**src/rtl/ps2_pkg.sv**
```systemverilog
// Shared types and constants for the PS/2 receive path.
// Frame layout: start, 8 data bits LSB-first, odd parity, stop.
package ps2_pkg;

  typedef enum logic [1:0] {
    IDLE,
    DATA,
    PARITY,
    STOP
  } ps2_state_t;

  localparam int PS2_DATA_BITS  = 8;
  localparam int PS2_FRAME_BITS = 11;

  localparam logic [7:0] PS2_BREAK = 8'hF0;
  localparam logic [7:0] PS2_EXT   = 8'hE0;

  function automatic logic odd_ok(
    input logic [7:0] d,
    input logic       p
  );
    return ^{d, p};
  endfunction

endpackage

```
**src/rtl/ps2_sync_filter.sv**
```systemverilog
// Synchronizes PS2CLK/PS2DATA, debounces the clock and
// produces a one-cycle FALL strobe plus the synced data bit.
module ps2_sync_filter #(
  parameter int FILTER_LEN = 8
) (
  input  logic clk,
  input  logic rst,
  input  logic ps2_clk,
  input  logic ps2_data,
  output logic fall,
  output logic data_s
);

  localparam int FW = $clog2(FILTER_LEN + 1);

  logic          c_s1, c_s2;
  logic          d_s1, d_s2;
  logic          filt, prev;
  logic [FW-1:0] cnt;

  always_ff @(posedge clk) begin
    if (rst) begin
      c_s1 <= 1'b1;
      c_s2 <= 1'b1;
      d_s1 <= 1'b1;
      d_s2 <= 1'b1;
      filt <= 1'b1;
      prev <= 1'b1;
      cnt  <= '0;
    end else begin
      c_s1 <= ps2_clk;
      c_s2 <= c_s1;
      d_s1 <= ps2_data;
      d_s2 <= d_s1;
      prev <= filt;
      // any agreeing cycle restarts the stability count
      if (c_s2 == filt) begin
        cnt <= '0;
      end else if (cnt == FW'(FILTER_LEN - 1)) begin
        filt <= c_s2;
        cnt  <= '0;
      end else begin
        cnt <= cnt + FW'(1);
      end
    end
  end

  assign fall   = prev & ~filt;
  assign data_s = d_s2;

endmodule

```
**src/rtl/ps2_rx_ctrl.sv**
```systemverilog
// PS/2 receive controller: frame FSM, scancode FWFT FIFO,
// interrupt pulse and sticky error/overflow flags.
module ps2_rx_ctrl #(
  parameter int FILTER_LEN  = 8,
  parameter int TIMEOUT_CYC = 5000,
  parameter int FIFO_DEPTH  = 4
) (
  input  logic       CLK,
  input  logic       RST,
  input  logic       PS2CLK,
  input  logic       PS2DATA,
  input  logic       RD,
  input  logic       ERR_CLR,
  output logic [7:0] DOUT,
  output logic       VALID,
  output logic       INTR,
  output logic       ERR,
  output logic       OVF
);

  import ps2_pkg::*;

  localparam int AW = $clog2(FIFO_DEPTH);
  localparam int CW = $clog2(FIFO_DEPTH + 1);
  localparam int TW = $clog2(TIMEOUT_CYC + 1);

  logic          fall, sdata;
  ps2_state_t    state;
  logic [2:0]    bitcnt;
  logic [7:0]    shreg;
  logic          par;
  logic [TW-1:0] tcnt;

  logic [7:0]    mem [FIFO_DEPTH];
  logic [AW-1:0] wptr, rptr;
  logic [CW-1:0] count;

  logic stop_fall, good, bad;
  logic full, pop, wr, drop, tout;

  ps2_sync_filter #(
    .FILTER_LEN(FILTER_LEN)
  ) u_filt (
    .clk     (CLK),
    .rst     (RST),
    .ps2_clk (PS2CLK),
    .ps2_data(PS2DATA),
    .fall    (fall),
    .data_s  (sdata)
  );

  assign stop_fall = fall && (state == STOP);
  assign good = stop_fall && sdata && odd_ok(shreg, par);
  assign bad  = stop_fall && !good;
  assign tout = (state != IDLE) && !fall
             && (tcnt == TW'(TIMEOUT_CYC));

  always_ff @(posedge CLK) begin
    if (RST) begin
      state  <= IDLE;
      bitcnt <= '0;
      shreg  <= '0;
      par    <= 1'b0;
      tcnt   <= '0;
    end else begin
      if (fall || state == IDLE) tcnt <= '0;
      else tcnt <= tcnt + TW'(1);
      unique case (state)
        IDLE: if (fall && !sdata) begin
          state  <= DATA;
          bitcnt <= '0;
        end
        DATA: if (fall) begin
          shreg  <= {sdata, shreg[7:1]};
          bitcnt <= bitcnt + 3'd1;
          if (bitcnt == 3'(PS2_DATA_BITS - 1))
            state <= PARITY;
        end
        PARITY: if (fall) begin
          par   <= sdata;
          state <= STOP;
        end
        STOP: if (fall) state <= IDLE;
      endcase
      if (tout) state <= IDLE;
    end
  end

  assign full  = (count == CW'(FIFO_DEPTH));
  assign VALID = (count != '0);
  assign pop   = RD && VALID;
  // a pop in the same cycle frees the slot a full FIFO needs
  assign wr    = good && (!full || pop);
  assign drop  = good && full && !pop;
  assign DOUT  = VALID ? mem[rptr] : 8'h00;

  always_ff @(posedge CLK) begin
    if (wr) mem[wptr] <= shreg;
  end

  always_ff @(posedge CLK) begin
    if (RST) begin
      wptr  <= '0;
      rptr  <= '0;
      count <= '0;
      INTR  <= 1'b0;
      ERR   <= 1'b0;
      OVF   <= 1'b0;
    end else begin
      if (wr)  wptr <= wptr + AW'(1);
      if (pop) rptr <= rptr + AW'(1);
      count <= count + CW'(wr) - CW'(pop);
      INTR  <= wr;
      if (bad)          ERR <= 1'b1;
      else if (ERR_CLR) ERR <= 1'b0;
      if (drop)         OVF <= 1'b1;
      else if (ERR_CLR) OVF <= 1'b0;
    end
  end

endmodule

```
**config.mk**
```make
export PLATFORM = sky130hd
export DESIGN_NAME = ps2_rx_ctrl
export DESIGN_NICKNAME = d
export VERILOG_FILES = /design/src/rtl/ps2_pkg.sv /design/src/rtl/ps2_sync_filter.sv /design/src/rtl/ps2_rx_ctrl.sv
export SDC_FILE = /design/constraint.sdc
export NUM_CORES = 1
export LEC_CHECK = 0
export ABC_CLOCK_PERIOD_IN_PS = 3600
export CORE_ASPECT_RATIO = 1.5
export CORE_MARGIN = 1.5
export CORE_UTILIZATION = 59
export DETAILED_ROUTE_END_ITERATION = 6
export MAX_ROUTING_LAYER = met4
export PLACE_DENSITY = 0.79
export SLEW_MARGIN = 20
export SYNTH_ARGS = -nofsm -noshare
export SYNTH_HDL_FRONTEND = slang
export SYNTH_SLANG_ARGS = --single-unit
```
**constraint.sdc**
```tcl
create_clock -name CLK -period 3.6 [get_ports CLK]
set_input_delay 0.54 -clock CLK [delete_from_list [all_inputs] [get_ports CLK]]
set_output_delay 0.54 -clock CLK [all_outputs]
set_load 0.005 [all_outputs]
```
==> out/metrics.cfg, run 1 <==
[finish]
syn2layout_area_growth_pct = 11.8
n_fill_cell = 451
final_nets = 326
antennaDiodeCount = 0
drive_above_1_share_pct = 11.0

[route]
first_pass_iters = 4
drt_wl_total_mm = 5.30
vias_per_cell = 5.32
ant_nets = 0
num_vias = 2028
drc = 0
post_drt_wl_per_cell_um = 13.9
drt_iter0_drc = 70

[placement]
dp_hpwl_mm = 3.92
place.gp.congestion = 0.746
portBuffers = 17

[timing]
finalSetupViolCount = 0
fmax_ghz = 0.333
hold_ws_ns = 0.417
rsz0062_at_grt = false
slew_violations = 0
worst_pin_slew_ns = 0.628
finalWorstPathRequiredPeriod_ns = 3.00
timing.final.hold_violations = 0
clock_skew_ns = 0.0125
slew_headroom_pct = 58.0
fin_crit_sh_pct = 83.4
setup_tns_ns = 0

[critical_path]
cp_common_cell = inv_1
slowest_stage = or4b_2
critPathMaxStageDelay_ns = 0.65
crit_family = simple AND/OR/NAND/NOR gates
crit_buf_inv = 4
critPathMaxFanout = 8
required_ns = 3.81
cp-end-kind = flop
crit_arrival_ns = 3.22
path_cells = clkdlybuf4s50_1 > or4b_2 > or3b_1 > mux2i_4 > inv_1 > ha_1 > inv_1 > ha_1 > inv_1 > fa_1 > xor2_1 > xnor2_1 > nor2_1
criticalPathCategory = input pin to flop
start_kind = input pin
reg2reg_slack_ns = 0.61

[clock_network]
cts_root_buf = clkbuf_8
post_cts_resized = 0
cts_buffers = 9
clock_sinks = 81
ctsHtreeMaxLevel = 3
cts_hold_buf = 0
clk_pin_slew_ns = 0.08
cts_max_path_buffers = 2
post-cts-setup-buffers = 0
cts_tree = done
clk_latency_ns = 0.35

[die]
die_y_um = 96.9
start_util_pct = 60.3
rows = 34
design.die.area_um2 = 6350
die-width_um = 65.6
core-area_um2 = 5740
pin_count = 18

[power]
switching_share_pct = 26.6
p_per_area_nw_per_um2 = 527
p_switching_mw = 0.542
clock_power_share_pct = 28.1
pwr-share-seq_pct = 51.1
power_leakage_nw = 1.43
intPower_mw = 1.50
pwr-share-comb_pct = 20.9
vdd_drop_max_uv = 278
fin_total_pwr_mw = 2.04

[grt]
overflow = 0
antenna_found_initial = 0
grt_use_total_pct = 19.2
grt_pass1_wl_mm = 8.92
grt_max_degree = 21
grt_pass1_vias = 1986

[run]
cap_violations = 0

[synthesis]
synth-seq-area-share_pct = 56.0
syn_inst = 283
postSynthAreaPerCell_um2 = 12.2
synth-seq-cells = 81
synth.net_count = 305
synth_area_um2 = 3470
ys.warnings.count = 0
netlist-cell-type-count = 44

[run_status]
run_status = completed

[hold_path]
worst_hold_path_type = flop to flop

-- Yosys cell counts --
cell type   n  share of area [%]
nand4b_1    1               0.25
nor4b_1     1               0.25
nand2_1     4               0.43
a211o_1     1               0.25
buf_2       1               0.14
mux4_2      8                5.2
a222oi_1    1               0.29
nand3b_1    1               0.22
o211a_1     1               0.29
nand4_1     2               0.36
nor3_1      6               0.87
or3b_1      1               0.25
a21boi_0    1               0.22
nor3b_1     1               0.22
or2_2       6                1.1
and3b_1     1               0.25
nand3_1     8                1.2
nand2b_1    6                1.1
nor2b_1     6                1.1
nor4_1      1               0.18
mux2_4      1               0.43
nor2_1     38                4.1
clkbuf_1    7               0.76
or3_1       4               0.72
a41oi_1     1               0.25
dfxtp_1    49                 28
xnor2_1    14                3.5
and3_1      2               0.36
xnor3_1     2                1.3
a311oi_1    1               0.25
ha_1       15                5.4
o21ai_0     1               0.14
xor2_1      7                1.8
inv_1      14                1.5
mux2i_4     1               0.65
and2_1     15                2.7
a21o_1      1               0.22
mux2i_1    14                4.0
and4b_1     1               0.29
fa_1        1               0.58
a21oi_1     2               0.29
edfxtp_1   32                 28
or3b_2      1               0.25
or4b_2      1               0.29
-- per-layer routing --
metal  vias up  GRT usage, %  part of all wire (%)
met5         -             -                     0
met4         0          8.17                   2.0
met3         9          4.19                   2.6
met2        34          33.1                    55
met1       960          20.7                    41
li1       1025             -                     -
-- cells in the final DEF, fill, tap and decap left out, types with 2 or more instances in the layout --
cell and n:
a21oi_1 2, and2_1 15, and3_1 2, clkbuf_8 9, clkdlybuf4s50_1 17, clkinvlp_4 3, dfxtp_1 49, edfxtp_1 32
ha_1 15, inv_1 14, mux2i_1 14, mux4_2 8, nand2_1 4, nand2b_1 6, nand3_1 8, nand4_1 2
nor2_1 38, nor2b_1 6, nor3_1 6, or2_2 6, or3_1 4, xnor2_1 14, xnor3_1 2, xor2_1 7
-- per-stage QoR --
step / util [%] / area (µm²) / instances / setup WS [ns]
floorplan: - / 3470 / 283 / 0.800
global placement: 64.5 / 3700 / 365 / 0.283
detailed placement: 64.5 / 3700 / 365 / 0.204
CTS: 67.5 / 3870 / 381 / 0.579
global route: 67.5 / 3870 / 381 / 0.377
finish: 67.5 / 3870 / 381 / 0.598
-- path summary, 6_finish.rpt --
kind / start / end / depth (start not counted)
max reg2reg: shreg[0] / count[2] / 12
min reg2reg: u_filt.c_s1 / u_filt.c_s2 / 1
max: RD / count[2] / 13
min: u_filt.c_s1 / u_filt.c_s2 / 1
-- registers in the layout, summed over array words and instances, names as in the netlist, 2 cells and up, named ones only --
| register | cells |
|---|---|
| mem | 32 |
| tcnt | 13 |
| shreg | 8 |
| u_filt.cnt | 4 |
| bitcnt | 3 |
| count | 3 |
| rptr | 2 |
| state | 2 |
| wptr | 2 |
-- power by group through the flow --
stage          clock network [mW]  logic, mW  registers, mW
5_1_grt                     0.623      0.482           1.06
4_1_cts                     0.592      0.436           1.05
2_1_floorplan                   0      0.301           1.03
6_report                    0.573      0.426           1.04
3_3_place_gp                    0      0.419           1.07
3_5_place_dp                    0      0.435           1.07
-- worst register-to-register path, cell delays in order, from the launching register on --
cell and delay (ns):
dfxtp_1 0.41, xnor3_1 0.47, or3b_1 0.41, mux2i_4 0.25, inv_1 0.08, ha_1 0.29, inv_1 0.06, ha_1 0.13
inv_1 0.04, fa_1 0.37, xor2_1 0.18, xnor2_1 0.13, nor2_1 0.05
-- cells by family after synthesis --
family                   synth area share [%]
XOR/XNOR                                 6.61
multiplexers                             10.3
AO/OA/AOI/OAI                            2.20
AND/OR/NAND/NOR                          16.4
adder cells (fa/ha/maj)                  5.99
flip-flops                               56.0
buffers and inverters                    2.42
-- cell type report --
type	instances	area (µm²)	share of cell area, %
Multi-Input combinational cell	180	1440	37.2
Tap cell	72	90.1	2.32
Clock inverter	6	45.0	1.16
Inverter	14	52.6	1.36
Clock buffer	10	128	3.29
Timing Repair Buffer	18	178	4.59
Sequential cell	81	1940	50.1
(Power assumes the default switching activity.)
==> inputs of run 2 (changes only) <==
- ABC_CLOCK_PERIOD_IN_PS: 3600 -> 3000
- clock period: 3.6 -> 3 ns (I/O delays scaled with it)
==> run 2 against run 1 <==
Net effect: worst hold slack got worse by 0.0075 ns; clock skew decreased by 0.0018 ns; critical endpoint unchanged; clock-buffer cell count increased by 2.
==> out/metrics.cfg, run 2 (synthesis results as in run 1) <==
[run_status]
run_status = completed

[clock_network]
cts_root_buf = clkbuf_8
clk_pin_slew_ns = 0.08
cts_tree = done
cts_buffers = 9
clock_sinks = 81
ctsHtreeMaxLevel = 3
clk_latency_ns = 0.35
post-cts-setup-buffers = 0
cts_max_path_buffers = 2

[timing]
finalWorstPathRequiredPeriod_ns = 2.78
timing.final.hold_violations = 0
hold_ws_ns = 0.409
setup_slack_ns = 0.216
fmax_ghz = 0.359
slew_headroom_pct = 62.6
finalSetupViolCount = 0
clock_skew_ns = 0.0107
rsz0062_at_grt = false
slew_violations = 0
worst_pin_slew_ns = 0.560
setup_tns_ns = 0
fin_crit_sh_pct = 92.8

[finish]
largest_register_ff_count = 32
final_cell_mix = dfxtp_1, nor2_1, edfxtp_1, clkdlybuf4s50_1
final_nets = 329
drive_above_1_share_pct = 12.8
antennaDiodeCount = 0
syn2layout_area_growth_pct = 13.7
reg_top3 = mem x32, tcnt x13, shreg x8
top_register = mem
final_common_cell = dfxtp_1

[grt]
grt_pass1_vias = 2029
grt_pass1_wl_mm = 9.14
grt_use_total_pct = 19.9
overflow = 0
antenna_found_initial = 0
grt_max_degree = 24

[die]
start_util_pct = 60.3
die-width_um = 65.6
pin_count = 18
design.die.area_um2 = 6350
core-area_um2 = 5740
rows = 34
die_y_um = 96.9

[critical_path]
critPathMaxStageDelay_ns = 0.45
start_kind = flop
slowest_stage = xnor3_1
cp_common_cell = inv_1
cp-end-kind = flop
reg2reg_depth = 12
critPathMaxFanout = 6
criticalPathCategory = flop to flop
path_cells = xnor3_1 > or3b_4 > mux2i_4 > inv_1 > ha_1 > inv_1 > ha_1 > inv_1 > fa_1 > xor2_1 > xnor2_1 > nor2_1
crit_arrival_ns = 3.02
required_ns = 3.24
reg2reg_slack_ns = 0.22

[route]
num_vias = 2017
drt_wl_total_mm = 5.39
ant_nets = 0
drc = 0
vias_per_cell = 5.25
first_pass_iters = 4
drt_iter0_drc = 80
post_drt_wl_per_cell_um = 14.0

[placement]
dp_hpwl_mm = 3.90
place.gp.congestion = 0.758
post-place-ws_ns = -0.194
portBuffers = 17

[run]
cap_violations = 0

[power]
vdd_drop_max_uv = 452
p_per_area_nw_per_um2 = 654
power_leakage_nw = 1.47

[hold_path]
worst_hold_path_type = flop to flop
hold_path_depth = 1

-- run 2: changes by cell type in the layout (fill, tap and decap cells not counted), moves of 2 or more --
cell | before | now
dfxtp_1 | 49 | 47
clkbuf_8 | 9 | 11
buf_4 | 1 | 4
clkinvlp_4 | 3 | 0
dfxtp_2 | 0 | 2
-- run 2: per-stage QoR --
stage                     utilization, %  cells  instance area, µm²  power, mW
after floorplan                        -    283                3470       1.60
after global placement              64.9    368                3720       1.78
after detailed placement            64.9    368                3720       1.80
after CTS                           68.5    384                3930       2.59
after global routing                68.6    384                3940       2.72
final                               68.6    384                3940       2.58
-- run 2: path summary, 6_finish.rpt --
check                                 start     endpoint
worst min register to register  u_filt.c_s1  u_filt.c_s2
worst max-delay path               shreg[0]     count[2]
worst min-delay path            u_filt.c_s1  u_filt.c_s2
worst max register to register     shreg[0]     count[2]
-- run 2: layout make-up --
type | count | area [µm²]
Sequential cell | 81 | 1940
Fill cell | 420 | 1800
Multi-Input combinational cell | 180 | 1450
Timing Repair Buffer | 21 | 200
Clock buffer | 12 | 155
Tap cell | 72 | 90.1
Clock inverter | 4 | 52.6
Inverter | 14 | 52.6
-- run 2: per-layer routing --
metal,up-vias,wire (µm),part of all wire [%],GRT usage [%]
met3,11,128,2.4,5.93
met2,27,2980,55,34.0
met4,0,136,2.5,9.13
met1,953,2140,40,20.6
met5,-,0,0,-
li1,1026,-,-,-
-- run 2: critical path, delay by kind of cell (launching register included) --
kind	cells	cell delay, ns
xor gates and xnor gates	3	0.75
adders and majority gates	3	0.79
buffers and inverters	3	0.17
DFF	1	0.38
muxes	1	0.14
and+or+nand+nor	2	0.45
-- run 2: report_power, final --
part	switching [mW]	internal [mW]
registers	0.0719	1.18
logic	0.204	0.318
clock network	0.370	0.432
total	0.646	1.93
-- run 2: what timing repair did --
| action | CTS | global route |
|---|---|---|
| hold buffers | 0 | 0 |
| setup endpoints to repair | 0 | 1 |
| resized for setup | 0 | 4 |
==> inputs of run 3 (changes only) <==
- SYNTH_HIERARCHICAL: unset -> 1
==> run 3 against run 2 <==
Net effect: combinational power decreased by 26%; synthesized area decreased by 0.79%; routed wire length decreased by 0.24%; final cell count increased by 2.1%; die area decreased by 0.77%; worst hold slack improved by 0.0058 ns; highest routed layer unchanged; clock skew decreased by 0.0019 ns; clock power increased by 8.9%; sequential power about the same; register-to-register slack got worse by 0.06 ns; non-clock buffer count unchanged; critical endpoint unchanged.
==> out/metrics.cfg, run 3 <==
[run_status]
run_status = completed

[finish]
final_cell_mix = dfxtp_1, edfxtp_1, nor2_1, nand2_1, nand3_1
reg_top3 = mem x32, tcnt x13, shreg x8
top_register = mem
fin_util_pct = 70.9
final_nets = 339
antennaDiodeCount = 0
multi_input_area_um2 = 1400
n_fill_cell = 415
syn2layout_area_growth_pct = 14.0
drive_above_1_share_pct = 13.7
largest_register_ff_count = 32
regArea_um2 = 1940
final_common_cell = dfxtp_1
instances_no_fill = 392

[grt]
grt_pass1_vias = 2002
grt_use_total_pct = 20.0
grt_max_degree = 23
grt_pass1_wl_mm = 9.15
antenna_found_initial = 0
overflow = 0

[route]
ant_nets = 0
first_pass_iters = 4
drt_iter0_drc = 46
drc = 0
vias_per_cell = 5.31
num_vias = 2081
drt_wl_total_mm = 5.37
post_drt_wl_per_cell_um = 13.7

[synthesis]
synth-seq-area-share_pct = 56.5
synth_edf_count = 32
synthTopCellsByArea = dfxtp_1, edfxtp_1, ha_1
yosysTopAreaCellShare_pct = 28.5
synth-seq-cells = 81
yosysTopAreaCell = dfxtp_1
ys.warnings.count = 6
ys.flop_type = dfxtp_1
syn_inst = 294
postSynthAreaPerCell_um2 = 11.7
netlist-cell-type-count = 42
synth-async-reset-ratio_pct = 0
synth_common_cells = dfxtp_1, edfxtp_1, nor2_1, nand2_1, nand3_1
synth.net_count = 316
synth_area_um2 = 3440
synth_most_common_cell = dfxtp_1

[timing]
timing.final.hold_violations = 0
clock_skew_ns = 0.00878
finalSetupViolCount = 0
rsz0062_at_grt = false
finalWorstPathRequiredPeriod_ns = 2.87
worst_pin_slew_ns = 0.568
fmax_ghz = 0.349
fin_crit_sh_pct = 95.6
slew_violations = 0
slew_headroom_pct = 62.1

[clock_network]
cts_buffers = 9
cts_tree = done
cts_max_path_buffers = 2
ctsHtreeMaxLevel = 3
clk_latency_ns = 0.35
cts_root_buf = clkbuf_8
clock_sinks = 81
post-cts-setup-buffers = 0
clk_pin_slew_ns = 0.08

[critical_path]
crit_arrival_ns = 3.11
crit_path_start = RD
cp-endpoint = count[2]
r2r_end = count[2]
reg2reg_slack_ns = 0.16
start_kind = input pin
reg2reg_depth = 12
critPathMaxFanout = 3
criticalPathCategory = input pin to flop
required_ns = 3.24
timing.rr.start = shreg[2]
cp-end-kind = flop

[power]
power_leakage_nw = 1.39
switching_share_pct = 22.7
pwr-share-seq_pct = 49.3
pwr-share-comb_pct = 15.5
vdd_drop_max_uv = 404
p_switching_mw = 0.565
intPower_mw = 1.92
clock_power_share_pct = 35.1
p_per_area_nw_per_um2 = 634

[die]
pin_count = 18
design.die.area_um2 = 6300
rows = 33
core-area_um2 = 5530
start_util_pct = 62.1
die_y_um = 96.5
die-width_um = 65.3

[placement]
placed_cells = 376
place.gp.congestion = 0.810
dp_hpwl_mm = 3.90
portBuffers = 17

[hold_path]
hold_path_depth = 1
worst_hold_path_type = flop to flop

[run]
cap_violations = 0

-- run 3: worst min-delay path by stage --
stage                      from          end
global route        u_filt/c_s1  u_filt/c_s2
CTS                 u_filt/c_s1  u_filt/c_s2
detailed placement  u_filt/c_s1  u_filt/c_s2
global placement    u_filt/c_s1  u_filt/c_s2
finish              u_filt/c_s1  u_filt/c_s2
floorplan           u_filt/c_s1  u_filt/c_s2
-- run 3: area by class of cell --
type / instances / share of cell area, %
clock buffer: 10 / 3.51
clock inverter: 6 / 2.30
inverter: 16 / 1.53
multi-input combinational: 188 / 35.8
sequential: 81 / 49.6
tap: 70 / 2.23
timing repair buffer: 21 / 5.11
-- run 3: logic make-up (layout without fill, tap and decap cells) --
logic type | after synthesis | count (layout) | share of synthesized area [%]
flip-flops | 81 | 81 | 56.5
AO/OA/AOI/OAI | 23 | 23 | 4.04
XOR/XNOR | 22 | 22 | 6.44
multiplexers | 13 | 13 | 7.21
adder cells (fa/ha/maj) | 16 | 16 | 6.04
buffers and inverters | 25 | 53 | 2.73
AND/OR/NAND/NOR | 114 | 114 | 17.1
-- run 3: critical path: stages --
cell	delay (ns)
clkdlybuf4s50_1	0.43
or4b_2	0.65
or3b_1	0.23
mux2i_4	0.07
inv_1	0.06
ha_1	0.22
inv_1	0.06
ha_1	0.13
inv_1	0.04
fa_1	0.37
xor2_1	0.19
xnor2_1	0.15
nor2_1	0.05
-- run 3: power groups by stage --
stage	clock, mW	sequential, mW	combinational (mW)
detailed placement	0	1.25	0.392
floorplan	0	1.21	0.261
CTS	0.897	1.23	0.394
global route	0.931	1.23	0.427
global placement	0	1.25	0.378
finish	0.873	1.23	0.386
-- run 3: metrics by stage --
stage / setup WS (ns) / total power, mW / setup TNS [ns] / hold WS, ns / instance area (µm²)
after floorplan: 0.178 / 1.47 / 0 / 0.389 / 3440
after global placement: -0.151 / 1.63 / -0.151 / 0.400 / 3690
after detailed placement: -0.249 / 1.65 / -0.249 / 0.397 / 3690
after CTS: 0.0759 / 2.52 / 0 / 0.420 / 3920
after global routing: 0.0120 / 2.59 / 0 / 0.424 / 3920
final: 0.131 / 2.49 / 0 / 0.415 / 3920
-- run 3: timing repair --
| action | 4_1_cts | 5_1_grt |
|---|---|---|
| setup endpoints to repair | 0 | 1 |
| resized for setup | 0 | 1 |
| hold buffers | 0 | 0 |
-- run 3: routing by layer --
layer / global-route usage [%] / vias up / routed length (µm)
met5: - / - / 0
met4: 10.8 / 0 / 128
met1: 21.3 / 971 / 2240
met2: 34.7 / 29 / 2860
li1: - / 1071 / -
met3: 4.29 / 10 / 142
==> patch: new RTL, config.mk and constraints of run 1 <==
The 4 states of `ps2_state_t` get a one-hot encoding in 4 bits.
--- a/src/rtl/ps2_pkg.sv
+++ b/src/rtl/ps2_pkg.sv
@@ -2,11 +2,11 @@
 // Frame layout: start, 8 data bits LSB-first, odd parity, stop.
 package ps2_pkg;
 
-  typedef enum logic [1:0] {
-    IDLE,
-    DATA,
-    PARITY,
-    STOP
+  typedef enum logic [3:0] {
+    IDLE   = 4'b0001,
+    DATA   = 4'b0010,
+    PARITY = 4'b0100,
+    STOP   = 4'b1000
   } ps2_state_t;
 
   localparam int PS2_DATA_BITS  = 8;
Formal check against the unedited RTL: no difference found for any inputs over 10 cycles, from zero or initial values and one cycle with RST high; not proved beyond that.
==> patch against run 1 <==
Routed wire length increased by 5.4%. Critical path type is now flip-flop to flip-flop. Final area up 2.1%. Non-clock buffer count rose by 2. Setup slack gained 0.0026 ns. Area after synthesis increased by 1.2%. First-iteration DRC count rose by 94%. Sequential cell count rose by 2. Combinational power up 4.9%. Total power up 9.1%. Sequential share of layout area barely moved.
==> patch: results (changes against run 1) <==
Run status -> completed
Worst Path Max Fanout -> 7 (-1)
Final WS setup -> 0.600 ns (+0.00259 ns)
Cell at the slowest stage of the critical path -> sky130_fd_sc_hd__dfxtp_1
Reg-to-reg critical path startpoint -> shreg[4]$_SDFFE_PP0P_
Post-synthesis sequential area ratio -> 0.565 (+0.00482)
Placer congestion estimate -> 0.734 (-1.6%)
Arrival time of the worst setup path -> 3.24 ns (+0.02 ns)
Pre-CTS setup slack -> 0.503 ns (+0.299 ns)
Multi-input logic area -> 1440 sq um (about the same)
Final #Nets -> 343 (+5.2%)
Vias after detailed routing -> 2166 (+6.8%)
WL/cell -> 13.9 um (about the same)
Fillers -> 443 (-1.8%)
Wire length of the first global-routing pass -> 9720 um (+9.0%)
Count of placed standard cells including taps -> 386 (+5.8%)
Worst Skew -> 0.00971 ns (-0.00275 ns)
Post-detailed-route via-to-cell ratio -> 5.39 (+1.2%)
Regs by FF count -> mem x32, tcnt x13, shreg x8
Highest cell delay on the worst timing path -> 0.44 ns (-0.21 ns)
Category of the worst setup path launch point -> flip-flop
Count of flip-flops with a built-in enable after synthesis -> 32 (unchanged)
All-Layer GR Usage -> 0.204 (+0.0118)
Placed wire-length estimate -> 4020 um (+2.7%)
Hold depth -> 1 (unchanged)
Largest net degree at the start of global routing -> 19 (-9.5%)
Avg Cell Area, Syn -> 11.4 sq um (-6.7%)
Buffer levels on the longest clock path -> 2 (unchanged)
Leakage dissipation -> 1.42 nW (-0.59%)
Post-DP Area -> 3750 sq um (+1.2%)
Slew headroom -> 0.535 (-0.0454)
Number of DRC violations after detailed-routing iteration 0 -> 136 (+94%)
Number of distinct standard cells referenced by the synthesized netlist -> 42 (-4.5%)
Ranking of synthesized cells by instance count -> sky130_fd_sc_hd__dfxtp_1, sky130_fd_sc_hd__edfxtp_1, sky130_fd_sc_hd__nor2_1
N_diodes -> 0 (unchanged)
Type of the most critical hold path -> flip-flop to flip-flop
Post-Synthesis Net Count -> 325 (+6.6%)
Top cells by area, synth -> sky130_fd_sc_hd__dfxtp_1, sky130_fd_sc_hd__edfxtp_1, sky130_fd_sc_hd__mux4_2
Internal portion of total power -> 1.68 mW (+12%)
Maximum VDD drop -> 0.000353 V (+27%)
Share of cells above drive strength 1 -> 0.106 (-0.00397)
Number of cells upsized or downsized after cts -> 0 (unchanged)
Yosys warning count -> 0 (unchanged)
-- patch: changes by cell type after synthesis, moves of 5 or more --
| cell | before | now |
|---|---|---|
| sky130_fd_sc_hd__a21oi_1 | 2 | 17 |
| sky130_fd_sc_hd__o21ai_0 | 1 | 6 |
| sky130_fd_sc_hd__nand2_1 | 4 | 21 |
| sky130_fd_sc_hd__mux2i_1 | 14 | 2 |
| sky130_fd_sc_hd__clkbuf_1 | 7 | 13 |
| sky130_fd_sc_hd__and2_1 | 15 | 9 |
| sky130_fd_sc_hd__nor2_1 | 38 | 32 |
-- patch: cell families after synthesis --
logic type,share of synthesized area
adders and majority gates,0.0450
and+or+nand+nor,0.187
muxes,0.0642
buffers and inverters,0.0257
DFF,0.565
xor gates and xnor gates,0.0628
AOI/OAI and AO/OA,0.0499
-- patch: how the worst min path moves through the flow --
stage | to | slack [ns]
after detailed placement | u_filt.c_s2$_SDFF_PP1_ | 0.40
after global routing | u_filt.c_s2$_SDFF_PP1_ | 0.42
after floorplan | u_filt.c_s2$_SDFF_PP1_ | 0.39
final | u_filt.c_s2$_SDFF_PP1_ | 0.41
after CTS | u_filt.c_s2$_SDFF_PP1_ | 0.41
after global placement | u_filt.c_s2$_SDFF_PP1_ | 0.39
-- patch: final cells by class --
class	count	share of cell area
multi-input cells	200	0.364
inverters	11	0.0104
well taps	72	0.0228
repair buffers	20	0.0487
clock buffers	11	0.0332
flip-flops and latches	83	0.501
clock inverters	5	0.0196
-- patch: worst max-delay path: cells and delay by family, from the launching register on --
kind	cells	cell delay (ns)
xor gates and xnor gates	4	0.92
adders and majority gates	3	0.82
buffers and inverters	2	0.09
DFF	1	0.44
muxes	1	0.33
and+or+nand+nor	2	0.29
-- patch: routing by layer --
metal  track usage  routed length, um
met1         0.215               2240
met2         0.357               3130
met3        0.0336                145
met4         0.100                 72
met5             -                  0
-- patch: power groups by stage --
stage	Clock (mW)	Combinational [mW]	Sequential (mW)
after global placement	0	0.446	1.11
after global routing	0.746	0.509	1.10
after detailed placement	0	0.455	1.11
final	0.693	0.447	1.09
after CTS	0.702	0.456	1.09
after floorplan	0	0.328	1.06
